File: src/rtl/novram_seq.sv
// novram_seq: strobe sequencer for the 2804 NOVRAM on the I/O board.
// Turns 68k read/write requests into timed CE/OE/WE strobes with
// unlock-before-write protection and internal write-time hold-off.
// Optional build macro: NOVRAM_VERIFY_EN adds a read-back verify
// after each write and drives the sticky mismatch flag.
// Ports:
//   SC_1H, SYSRES          clock, async active-high reset
//   unlock                 pulse, arms exactly one write
//   req_wr/req_rd          level requests, held until ack/rd_valid
//   req_addr, req_data     request address and write data
//   rd_data                EEPROM data bus (input side)
//   E2PROM_b, OE_b, WL_b   active-low EEPROM strobes
//   A_out, D_out           registered address / write data
//   rd_q, rd_valid         captured read data and its pulse
//   ack, err_locked        write done / rejected pulses
//   busy, mismatch         not-IDLE flag, sticky verify failure
module novram_seq #(
  parameter int WR_CYCLES     = 16,
  parameter int STROBE_CYCLES = 2
) (
  input  logic        SC_1H,
  input  logic        SYSRES,
  input  logic        unlock,
  input  logic        req_wr,
  input  logic        req_rd,
  input  logic [10:0] req_addr,
  input  logic [7:0]  req_data,
  input  logic [7:0]  rd_data,
  output logic        E2PROM_b,
  output logic        OE_b,
  output logic        WL_b,
  output logic [10:0] A_out,
  output logic [7:0]  D_out,
  output logic [7:0]  rd_q,
  output logic        rd_valid,
  output logic        ack,
  output logic        err_locked,
  output logic        busy,
  output logic        mismatch
);

  localparam int CW =
    ($clog2(WR_CYCLES) > 5) ? $clog2(WR_CYCLES) : 5;

`ifdef NOVRAM_VERIFY_EN
  typedef enum logic [2:0] {
    IDLE, WSETUP, WSTROBE, WHOLD, RSETUP, RCAPT, WVERIFY
  } state_t;
`else
  typedef enum logic [2:0] {
    IDLE, WSETUP, WSTROBE, WHOLD, RSETUP, RCAPT
  } state_t;
`endif

  state_t        state_q, state_d;
  logic [CW-1:0] cnt_q, cnt_d;
  logic          armed_q, armed_d;
  logic [10:0]   a_q, a_d;
  logic [7:0]    d_q, d_d;
  logic [7:0]    rdq_q, rdq_d;
  logic          rdv_q, rdv_d;
  logic          ack_q, ack_d;
  logic          err_q, err_d;
  logic          sample;
`ifdef NOVRAM_VERIFY_EN
  logic          mis_q, mis_d;
`endif

  // The requester only drops its level in the cycle after ack or
  // rd_valid, so IDLE ignores requests during that pulse cycle.
  assign sample = !ack_q && !rdv_q;

  always_ff @(posedge SC_1H or posedge SYSRES) begin
    if (SYSRES) begin
      state_q <= IDLE;
      cnt_q   <= '0;
      armed_q <= 1'b0;
      a_q     <= '0;
      d_q     <= '0;
      rdq_q   <= '0;
      rdv_q   <= 1'b0;
      ack_q   <= 1'b0;
      err_q   <= 1'b0;
`ifdef NOVRAM_VERIFY_EN
      mis_q   <= 1'b0;
`endif
    end else begin
      state_q <= state_d;
      cnt_q   <= cnt_d;
      armed_q <= armed_d;
      a_q     <= a_d;
      d_q     <= d_d;
      rdq_q   <= rdq_d;
      rdv_q   <= rdv_d;
      ack_q   <= ack_d;
      err_q   <= err_d;
`ifdef NOVRAM_VERIFY_EN
      mis_q   <= mis_d;
`endif
    end
  end

  always_comb begin
    state_d = state_q;
    cnt_d   = cnt_q;
    armed_d = armed_q | unlock;
    a_d     = a_q;
    d_d     = d_q;
    rdq_d   = rdq_q;
    rdv_d   = 1'b0;
    ack_d   = 1'b0;
    err_d   = 1'b0;
`ifdef NOVRAM_VERIFY_EN
    mis_d   = mis_q;
`endif
    unique case (state_q)
      IDLE: begin
        if (sample) begin
          // an unlock in the sampling cycle still arms this write
          if (req_wr && (armed_q || unlock)) begin
            state_d = WSETUP;
            a_d     = req_addr;
            d_d     = req_data;
          end else if (req_wr) begin
            ack_d = 1'b1;
            err_d = 1'b1;
          end else if (req_rd) begin
            state_d = RSETUP;
            a_d     = req_addr;
          end
        end
      end
      WSETUP: begin
        state_d = WSTROBE;
        cnt_d   = CW'(STROBE_CYCLES - 1);
        // arming is consumed here; a fresh unlock re-arms
        armed_d = unlock;
      end
      WSTROBE: begin
        if (cnt_q == '0) begin
          state_d = WHOLD;
          cnt_d   = CW'(WR_CYCLES - 1);
        end else begin
          cnt_d = cnt_q - CW'(1);
        end
      end
      WHOLD: begin
        if (cnt_q == '0) begin
`ifdef NOVRAM_VERIFY_EN
          state_d = WVERIFY;
          cnt_d   = CW'(1);
`else
          state_d = IDLE;
          ack_d   = 1'b1;
`endif
        end else begin
          cnt_d = cnt_q - CW'(1);
        end
      end
      RSETUP: state_d = RCAPT;
      RCAPT: begin
        state_d = IDLE;
        rdq_d   = rd_data;
        rdv_d   = 1'b1;
      end
`ifdef NOVRAM_VERIFY_EN
      WVERIFY: begin
        if (cnt_q == '0) begin
          state_d = IDLE;
          ack_d   = 1'b1;
          if (rd_data != d_q) mis_d = 1'b1;
        end else begin
          cnt_d = cnt_q - CW'(1);
        end
      end
`endif
      default: state_d = IDLE;
    endcase
  end

  // Strobes decode straight from state so reset releases them at once.
  always_comb begin
    E2PROM_b = 1'b1;
    OE_b     = 1'b1;
    WL_b     = 1'b1;
    busy     = (state_q != IDLE);
    unique case (state_q)
      WSETUP:  E2PROM_b = 1'b0;
      WSTROBE: begin
        E2PROM_b = 1'b0;
        WL_b     = 1'b0;
      end
      RSETUP, RCAPT: begin
        E2PROM_b = 1'b0;
        OE_b     = 1'b0;
      end
`ifdef NOVRAM_VERIFY_EN
      WVERIFY: begin
        E2PROM_b = 1'b0;
        OE_b     = 1'b0;
      end
`endif
      default: ;
    endcase
  end

  assign A_out      = a_q;
  assign D_out      = d_q;
  assign rd_q       = rdq_q;
  assign rd_valid   = rdv_q;
  assign ack        = ack_q;
  assign err_locked = err_q;
`ifdef NOVRAM_VERIFY_EN
  assign mismatch   = mis_q;
`else
  assign mismatch   = 1'b0;
`endif

endmodule

File: config.mk
export PLATFORM = sky130hd
export DESIGN_NAME = novram_seq
export DESIGN_NICKNAME = d
export VERILOG_FILES = /design/src/rtl/novram_seq.sv
export SDC_FILE = /design/constraint.sdc
export NUM_CORES = 1
export LEC_CHECK = 0
export ABC_AREA = 1
export CELL_PAD_IN_SITES_DETAIL_PLACEMENT = 1
export CELL_PAD_IN_SITES_GLOBAL_PLACEMENT = 1
export CORE_MARGIN = 5
export CORE_UTILIZATION = 35
export DETAILED_ROUTE_END_ITERATION = 12
export PLACE_DENSITY = 0.93
export SLEW_MARGIN = 25
export SYNTH_ARGS = -nofsm -noshare
export SYNTH_HDL_FRONTEND = slang
export SYNTH_SLANG_ARGS = --single-unit
File: constraint.sdc
create_clock -name SC_1H -period 3.25 [get_ports SC_1H]
set_input_delay 0.325 -clock SC_1H [delete_from_list [all_inputs] [get_ports SC_1H]]
set_output_delay 0.325 -clock SC_1H [all_outputs]
set_load 0.005 [all_outputs]
Yosys cells after proc, flatten, opt, wreduce, memory -nomap -nowiden. Index checks and enable logic that the tools add are counted.

Reduce and logical (&&, ||, !) cells: 16. Add/sub/neg operators: 1. Bitwise logic cells: 1. Mux-type cells: 24. Equal/unequal tests: 12.

Operators with widths (count): 11-bit two-way mux (3); 3-bit two-way mux (6); 3-bit one-hot mux with 5 select lines (1); 5-bit one-hot mux with 3 select lines (1); 1-bit two-way mux (10); 5-bit two-way mux (2); 2-bit != test (second input constant) (4); 3-bit by 2-bit equality test with 1-bit output (second input constant) (2); 3-bit equality test (second input constant) (2); 3-bit != test (second input constant) (2); 3-bit nonzero test (2); 5-bit logical NOT (1); 5-bit AND reduction (1); 5-bit by 1-bit subtractor with 5-bit output (second input constant) (1); 4-bit AND reduction (1); 4-bit OR reduction (1); 3-bit by 1-bit equality test with 1-bit output (second input constant) (1); 3-bit logical NOT (1); 3-bit AND reduction (1); 1-bit logical AND (2); 1-bit logical NOT (2); 2-bit by 1-bit != test with 1-bit output (second input constant) (1); 1-bit one-hot mux with 2 select lines (1); 2-bit AND reduction (1); other kinds (4) (4).

Input bits: 32. Output and inout bits: 35. Flip-flop bits (word level): 39.

Longest topological paths before layout.
Word-level depth: 5. Mapped depth: 8. Depth with buffers taken out: 8.

Least setup slack after synthesis. OpenSTA, ideal clock, no wires.

Path kind: flip-flop to output port. Start point: register state_q[1]. End point: output E2PROM_b. Path slack: 1.960 ns. Path buffers: 0. Cell stages (with the launch flop): 6. Arrival: 0.965 ns. Cells stage by stage: dfrtp_1 -> inv_2 -> nor2_4 -> nand2_1 -> inv_1 -> nor3b_1.

Longest elaborated chain between the ends: 3. Elaborated cells on any way between the ends: 6. Those cells by class: 4 x eq/ne; 1 x mux; 1 x reduce/logical.

Ends and longest elaborated chain: start, declared (RTL line 55) `state_t state_q, state_d;`; start signal, assigned (RTL line 88) `state_q <= state_d;`; 3-bit by 2-bit equality test with 1-bit output, or another cell as far along (RTL line 187) `unique case (state_q)`; 4-bit OR reduction (no source line) (*); 1-bit two-way mux (*) (RTL line 187); end, declared (RTL line 29) `output logic E2PROM_b,`.

Every way passes the cells marked *; elsewhere a longest branch is shown, timed or not.

Worst setup path after layout.
Start point: register state_q[2]. End point: output E2PROM_b.

The elaborated chain is that of the path after synthesis.

==> metrics.md <==
| Metric | Value |
|---|---|
| Netlist cell types | 28 |
| Die height | 83.5 µm |
| Post-Syn Instances | 213 |
| Post-CTS Repair Setup Buffers | 0 |
| Reg2Reg Setup Slack | 1.45 ns |
| Hpwl dp | 3720 µm |
| CTS Buf Count | 5 |
| Clock latency on the worst-skew pair | 0.28 ns |
| VDD IR-drop max | 347 µV |
| Initial Util | 36.6% |
| Port bufs | 65 |
| Final #Nets | 315 |
| CTS tree | built |
| Die area | 6980 µm² |
| Initial DRT Pass Iterations | 4 |
| Worst min path class | input pin to async pin |
| Share of cells above drive strength 1 | 17.7% |
| I/O Pins | 67 |
| 1st-iter DRT viols | 46 |
| Area of the core | 5170 µm² |
| Startpoint Class | flop |
| Multi-input gate area | 717 µm² |
| Status | complete, no violations |
| Met2 routed WL | 2480 µm |
| GPL Wtd Cong | 0.784 |
| CTS H-tree lvls | 2 |
| Final Setup Violations | 0 |
| Gr usage total | 14.4% |
| Global-route wire length before repair | 8080 µm |
| Crit path to | E2PROM_b |
| Filler cells | 609 |
| Synth area leader | dfrtp_1 |
| Syn Std Cell Area | 1890 µm² |
| Grt ovf | 0 |
| Sequential share of the synthesized area | 51.6% |
| Worst r2r src | ack |
| Post-Syn Area per Cell | 8.89 µm² |
| CP arrival | 1.92 ns |
| RSZ-0062 raised after global routing | false |
| CP startpoint | state_q[2] |
| CP max stage delay | 0.53 ns |
| Highest routed layer | met4 |
| Max Fclk | 445 MHz |
| Synthesized flop and latch total | 39 |
| Hold Fails Final Rpt | 0 |
| Drt via density | 4.42 |
| Antenna-violating nets left | 0 |
| Fin crit period | 2.25 ns |
| Max Cap Viol | 0 |
| Vias in the first global route | 1706 |
| P&R area growth vs syn | 42.3% |
| Chip Width | 83.5 µm |
| Pwr/cell area | 852 nW/µm² |
| Buf/Inv on CP | 2 |
| Hold-fix buffers, CTS | 0 |
| Delay-heaviest family, CP | buffers and inverters |
| Period utilization | 69.1% |
| Metal-1 WL | 1870 µm |
| Max_slew headroom | 58.1% |
| Max-slew violations | 0 |
| Drt drc | 0 |
| Final setup TNS | 0 ns |
| DP Area | 2590 µm² |
| Register area | 976 µm² |
| DR WL/cell | 13.3 µm |
| Routed wire length | 4710 µm |
| Clock Sinks | 39 |
| Ant. Diodes | 0 |
| Clock-pin slew on the worst setup and hold paths | 0.08 ns |
| Worst-margin pin slew | 0.628 ns |
| Crit-path max FO | 6 |
| Worst path required time | 2.92 ns |
| R2R Path End | A_out[9] |
| Largest net degree at the start of global routing | 40 |
| Final Cell Area | 2690 µm² |
| Syn_nets | 246 |
| Worst reg2reg path depth | 4 |
| Setup CP Type | flop to primary output |
| Detailed-route via count | 1561 |
| Leakage | 1.33 nW |
| Row cnt | 26 |
| Synth area leaders | dfrtp_1 52%, nand2_1 13%, o21ai_2 8.3% |
| Critical path's slowest cell | dfrtp_1 |
| Crit-path cells | nor2_4 > nand2_1 > inv_1 > nor3b_1 > clkdlybuf4s50_1 |
| Root Buffer Master | clkbuf_8 |
| Critical Path Stages | 5 |
| Layout Skew | 0.00561 ns |
| Cts repair resizes | 0 |
| Synthesis Warnings | 0 |
| Worst setup EP type | primary output |
| Clock Path Buffers | 2 |
| Initial antenna violation count | 0 |
| Post-synth top area share | 51.6% |
| Metal3 WL | 255 µm |
cells in the mapped netlist:
master	n
a21oi_1	1
a311oi_1	1
buf_4	1
buf_6	2
buf_8	1
conb_1	1
dfrtp_1	39
ha_1	1
inv_1	36
inv_2	2
inv_4	2
nand2_1	67
nand2_2	11
nand2_4	1
nand3_1	3
nand3_2	1
nand4_1	2
nand4_4	1
nor2_1	6
nor2_2	2
nor2_4	4
nor3b_1	1
o21ai_0	4
o21ai_1	2
o21ai_2	18
o22ai_1	1
or2_0	1
xnor2_1	1
worst register-to-register path, cell delays in order, from the launching register on:
cell and delay [ns]:
dfrtp_1 0.39, nor2_1 0.37, nand3_2 0.58, nand2_1 0.26, o21ai_2 0.07
cells by family after synthesis:
logic type,Yosys count,synth area share (%)
AND/OR/NAND/NOR,100,25.6
buffers and inverters,44,10.6
flip-flops,39,51.6
AO/OA/AOI/OAI,27,11.0
XOR/XNOR,1,0.463
adder cells (fa/ha/maj),1,0.661
other,1,0.198
sequential cells by signal, summed over array words and instances, names as in the netlist:
register	count
armed_q	1
ack	1
state_q	3
err_locked	1
D_out	8
A_out	11
rd_valid	1
cnt_q	5
rd_q	8
layout make-up:
class                      count  share of cell area [%]
tap                           70                    3.25
inverter                      40                    5.76
multi-input combinational    130                    26.6
sequential                    39                    36.2
clock buffer                   8                    3.72
timing repair buffer          66                    24.4
how the worst min path moves through the flow:
stage,startpoint,endpoint,slack [ns],depth (start not counted)
after CTS,SYSRES,err_locked,0.48,3
after global routing,D_out[6],D_out[6],0.50,2
after detailed placement,rd_q[2],rd_q[2],0.46,2
after global placement,rd_q[0],rd_q[0],0.46,2
final,SYSRES,cnt_q[0],0.46,3
after floorplan,unlock,armed_q,0.44,2
routing by layer:
layer | global-route usage, % | vias up
met5 | 0 | -
met4 | 6.43 | 0
met3 | 3.26 | 6
met2 | 26.1 | 39
met1 | 16.1 | 738
li1 | - | 778
placed cells by master, fill, tap and decap left out, drive strengths merged:
master | synthesis | layout
dfrtp | 39 | 39
conb | 1 | 1
a311oi | 1 | 1
ha | 1 | 1
nand2 | 79 | 79
nand3 | 4 | 4
buf | 4 | 1
o21ai | 24 | 24
or2 | 1 | 1
a21oi | 1 | 1
o22ai | 1 | 1
clkdlybuf4s50 | 0 | 65
nand4 | 3 | 3
xnor2 | 1 | 1
nor3b | 1 | 1
inv | 40 | 40
clkbuf | 0 | 8
nor2 | 12 | 12
stage by stage:
step / total power [mW] / instances / utilization [%] / hold WS [ns] / setup slack, ns
floorplan: 1.42 / 213 / - / 0.441 / 1.96
global placement: 1.91 / 345 / 50.1 / 0.456 / 1.21
detailed placement: 1.97 / 345 / 50.1 / 0.462 / 1.10
CTS: 2.34 / 353 / 52.1 / 0.476 / 0.977
global route: 2.49 / 353 / 52.1 / 0.504 / 0.911
finish: 2.29 / 353 / 52.1 / 0.465 / 1.00
where the power goes:
part	internal (mW)	switching, mW
clock	0.194	0.163
sequential	0.695	0.136
combinational	0.587	0.520
total	1.48	0.819
No activity file was read; power rests on OpenSTA's default activity.
